### config.mk
export PLATFORM = sky130hd
export DESIGN_NAME = display_scan_mux
export DESIGN_NICKNAME = d
export VERILOG_FILES = /design/src/rtl/display_scan_mux.sv
export SDC_FILE = /design/constraint.sdc
export NUM_CORES = 1
export LEC_CHECK = 0
export ABC_AREA = 1
export CAP_MARGIN = 20
export CORE_ASPECT_RATIO = 0.7
export CORE_MARGIN = 2
export CORE_UTILIZATION = 40
export DETAILED_ROUTE_END_ITERATION = 7
export PLACE_DENSITY = 0.7
export SYNTH_ARGS = -nofsm -noshare
export SYNTH_HDL_FRONTEND = slang
export SYNTH_SLANG_ARGS = --single-unit
### constraint.sdc
create_clock -name clk -period 1.76 [get_ports clk]
set_clock_uncertainty 0.1 [all_clocks]
set_input_delay 0.352 -clock clk [delete_from_list [all_inputs] [get_ports clk]]
set_output_delay 0.352 -clock clk [all_outputs]
set_load 0.03 [all_outputs]
### src/rtl/display_scan_mux.sv
// display_scan_mux
//   Time-multiplexed selector for the seven-segment display path. It picks one
//   WIDTH-bit digit out of CHANNELS packed inputs. The digit is chosen either
//   manually through sel, or by a prescaled scan counter that rotates through
//   the channels. All outputs are registered, so y, digit_en and ch always
//   change together.
//
//   Parameters: WIDTH (bits per channel), CHANNELS (>=2),
//               SEL_W (2**SEL_W >= CHANNELS), PRESCALE (clocks per scan step, >=1)
//   Ports:
//     clk      in   rising-edge system clock
//     rst      in   asynchronous active-high reset
//     data_in  in   packed channels, channel k = data_in[k*WIDTH +: WIDTH]
//     mode     in   1 = auto scan, 0 = manual select
//     sel      in   manual channel index (an out-of-range value is ignored)
//     hold     in   auto mode: freeze the scan index
//     y        out  selected channel value (registered)
//     digit_en out  one-hot enable of the displayed channel (registered)
//     ch       out  current channel index
//     tick     out  one-cycle pulse at the prescaler terminal count
//   Build option: define SCAN_BLANK_EN to blank digit_en for one clock on
//   every index change (anti-ghosting).
module display_scan_mux #(
  parameter int unsigned WIDTH    = 4,
  parameter int unsigned CHANNELS = 4,
  parameter int unsigned SEL_W    = 2,
  parameter int unsigned PRESCALE = 1000
) (
  input  logic                      clk,
  input  logic                      rst,
  input  logic [CHANNELS*WIDTH-1:0] data_in,
  input  logic                      mode,
  input  logic [SEL_W-1:0]          sel,
  input  logic                      hold,
  output logic [WIDTH-1:0]          y,
  output logic [CHANNELS-1:0]       digit_en,
  output logic [SEL_W-1:0]          ch,
  output logic                      tick
);

  localparam int unsigned PC_W = (PRESCALE > 1) ? $clog2(PRESCALE) : 1;
  localparam logic [PC_W-1:0]  PC_LAST = PC_W'(PRESCALE - 1);
  localparam logic [SEL_W-1:0] CH_LAST = SEL_W'(CHANNELS - 1);
  // One extra bit so CHANNELS == 2**SEL_W is still representable.
  localparam logic [SEL_W:0]   CH_COUNT = (SEL_W + 1)'(CHANNELS);

  logic [PC_W-1:0]     pc;
  logic [SEL_W-1:0]    ch_nxt;
  logic [WIDTH-1:0]    y_nxt;
  logic [CHANNELS-1:0] onehot_nxt;

  assign tick = (pc == PC_LAST);

  // Prescaler free-runs in every mode, hold included.
  always_ff @(posedge clk or posedge rst) begin
    if (rst) begin
      pc <= '0;
    end else if (tick) begin
      pc <= '0;
    end else begin
      pc <= pc + PC_W'(1);
    end
  end

  always_comb begin
    ch_nxt = ch;
    if (mode) begin
      if (tick && !hold) begin
        ch_nxt = (ch == CH_LAST) ? '0 : ch + SEL_W'(1);
      end
    end else if ({1'b0, sel} < CH_COUNT) begin
      ch_nxt = sel;
    end
  end

  // Compare-and-select instead of a variable part-select keeps unused
  // index codes (CHANNELS < 2**SEL_W) from addressing past data_in.
  always_comb begin
    y_nxt      = '0;
    onehot_nxt = '0;
    for (int unsigned k = 0; k < CHANNELS; k++) begin
      if (ch_nxt == SEL_W'(k)) begin
        y_nxt         = data_in[k*WIDTH +: WIDTH];
        onehot_nxt[k] = 1'b1;
      end
    end
  end

`ifdef SCAN_BLANK_EN
  logic blank;
  logic blank_nxt;
  logic [CHANNELS-1:0] onehot_cur;

  assign blank_nxt = (ch_nxt != ch);

  always_comb begin
    onehot_cur = '0;
    for (int unsigned k = 0; k < CHANNELS; k++) begin
      if (ch == SEL_W'(k)) begin
        onehot_cur[k] = 1'b1;
      end
    end
  end

  // The edge that changes the index loads all-off; the following edge
  // lights the (now settled) current channel.
  always_ff @(posedge clk or posedge rst) begin
    if (rst) begin
      ch       <= '0;
      y        <= '0;
      digit_en <= '0;
      blank    <= 1'b0;
    end else begin
      ch       <= ch_nxt;
      y        <= y_nxt;
      blank    <= blank_nxt;
      if (blank_nxt) begin
        digit_en <= '0;
      end else if (blank) begin
        digit_en <= onehot_cur;
      end else begin
        digit_en <= onehot_nxt;
      end
    end
  end
`else
  always_ff @(posedge clk or posedge rst) begin
    if (rst) begin
      ch       <= '0;
      y        <= '0;
      digit_en <= '0;
    end else begin
      ch       <= ch_nxt;
      y        <= y_nxt;
      digit_en <= onehot_nxt;
    end
  end
`endif

endmodule

==> metrics <==
Worst EP required roughly 1.3 ns; period utilization 1.03; Skew-Pair Late Insertion Delay 0.27 ns; CTS Buf Count 3; r2r worst-path depth 10; n_diodes 0; Cell Pwr Density 726 nW/um2; Slew headroom 0.784; DRC viols 0; Yosys warnings 0; synth cell count leaders nand2_1, dfrtp_1, inv_1; worst r2r src pc[7]; number of global-route vias before repair 932; final hold violations 0; largest net degree at the start of global routing 21; Reg2Reg Setup Slack 0 ns; worst min-delay path class in -> async; ys async rst share 1.00; I/O pins 33; drt wl/cell 14.1 um; Reg-to-Reg End y[2]; number of max-cap violations 0; RSZ-0062 raised after global routing yes; EDFF count, synth 0; top cell type's share of synthesized area 0.464; Final setup viols 1; status finished, violations left; CP delay by family, top flip-flops; failing checks negative setup slack; Via density between 5 and 6; GP Congestion about 0.9; Remaining Overflow, GRT 0; area leader, netlist dfrtp_1; Peak VDD IR 0.000459 V; Critical Path, Cell by Cell nand2_2 > nor3_4 > nand2_2 > inv_2 > buf_6; Detail Route Antenna Nets 0; Lkg Pwr 0.859 nW; Main synth FF type dfrtp_1; Initial Util 0.429; first-pass GRT wire length 4310 um; WL final around 3000 um; total track usage 0.194; num rows 15; Critical Path AT approximately 1.4 ns; Worst-Margin Slew 0.323 ns; post-synth cell types 24; post-synthesis register bit count 20; H-tree depth 1; slowest CP cell dfrtp_1; Clock Tree Buf Depth 2; crit path max fanout 5; clock slew at reported path FFs 0.08 ns; CP Launch Type flip-flop; register area share after synthesis 0.464; initial antenna violation count 0; Area Overhead vs Synth 57.0%; Post-Syn Instances 131; fin nets about 200; CTS tree done; dpl cell area around 1500 um2; die area between 3000 and 4000 um2; Worst path most repeated cell nand2_2; syn nets 155; Fmax 0.554 GHz; final worst setup slack -0.0463 ns; CTS sink cnt 20; Core Box Area about 2500 um2; WP buf/inv 2; Root Buffer clkbuf_8; minimum clock period about 1.8 ns; power after layout 1.23 mW; top-count cell post-synth nand2_1; Final Max Tran Viols 0; DR vias 1104; fillcell total 185; Initial DRC Count 57; average cell area after synthesis slightly above 8 um2; # port buffers 32; Die X 66.1 um; synth top area cells dfrtp_1, nand2_1, nand3_1; share of post-route cells with drive strength above 1 0.289; Post-Syn Area 1080 um2; Pre-Repair DR Iteration Count 4; Hold Slack 0.315 ns; Die Y 47.4 um; WS Path Type reg -> out; critical path's largest stage delay between 0.4 and 0.5 ns; HPWL Detailed around 2000 um; CP endpoint kind output pin; Design Area, Final approximately 1700 um2
[worst min-delay path, delay by kind of cell]
kind	cells	cell delay, ns
buffers and inverters	3	0.72
[placed cells by master (no fill, tap or decap), types with 6 or more instances in the layout]
| cell type | n |
|---|---|
| clkdlybuf4s50_1 | 27 |
| buf_4 | 13 |
| nand4_1 | 8 |
| nand2_1 | 18 |
| dfrtp_1 | 19 |
| nor2_1 | 9 |
| nand2_2 | 6 |
| nand3_1 | 15 |
| inv_1 | 16 |
[metal layers]
metal | share of wire | track usage
met5 | 0 | 0
met4 | 0.035 | 0.118
met3 | 0.064 | 0.0635
met2 | 0.49 | 0.295
met1 | 0.41 | 0.248
[final cells by class]
cell class	count	area, um2	area share
Clock buffer	3	41.3	0.0244
Tap cell	34	42.5	0.0251
Inverter	20	77.6	0.0458
Multi-Input combinational cell	90	567	0.335
Timing Repair Buffer	46	433	0.256
Sequential cell	20	502	0.296
Clock inverter	1	30.0	0.0177
[power breakdown]
part	internal (mW)	switching [mW]
registers	0.485	0.0106
logic	0.123	0.145
clock network	0.304	0.161
[flip-flops by register name, indices dropped and copies added, names as in the netlist]
| name | flops |
|---|---|
| pc | 10 |
| digit_en | 4 |
| y | 4 |
| ch | 2 |
[how the worst max path moves through the flow]
stage,startpoint,depth (start not counted),endpoint
2_1_floorplan,ch[0],8,y[1]
3_3_place_gp,hold,9,y[3]
3_5_place_dp,hold,8,y[2]
4_1_cts,pc[0],6,tick
5_1_grt,pc[0],6,tick
6_report,pc[7],5,tick
[logic make-up (layout without fill, tap and decap cells)]
group | after synthesis | after routing | share of synthesized area
and+or+nand+nor | 80 | 81 | 0.381
adders and majority gates | 2 | 2 | 0.0232
AOI/OAI and AO/OA | 6 | 6 | 0.0302
buffers and inverters | 22 | 70 | 0.0940
DFF | 20 | 20 | 0.464
xor gates and xnor gates | 1 | 1 | 0.00812
[metrics by stage]
step	utilization	worst slack [ns]	instances	setup TNS (ns)
floorplan	-	0.0505	131	0
global placement	0.586	-0.0242	203	-0.0923
detailed placement	0.586	-0.127	203	-0.415
CTS	0.628	-0.0730	210	-0.0730
global route	0.673	-0.123	214	-0.458
finish	0.673	-0.0463	214	-0.0463
[what timing repair did]
item	CTS	global route
resized for setup	7	24
gates cloned	0	1
buffers inserted	3	3
hold buffers	0	0
pin swaps	1	10
endpoints found under the setup margin	7	11
endpoints found under the hold margin	0	0
Note: power is estimated with default switching activity, not from simulation.
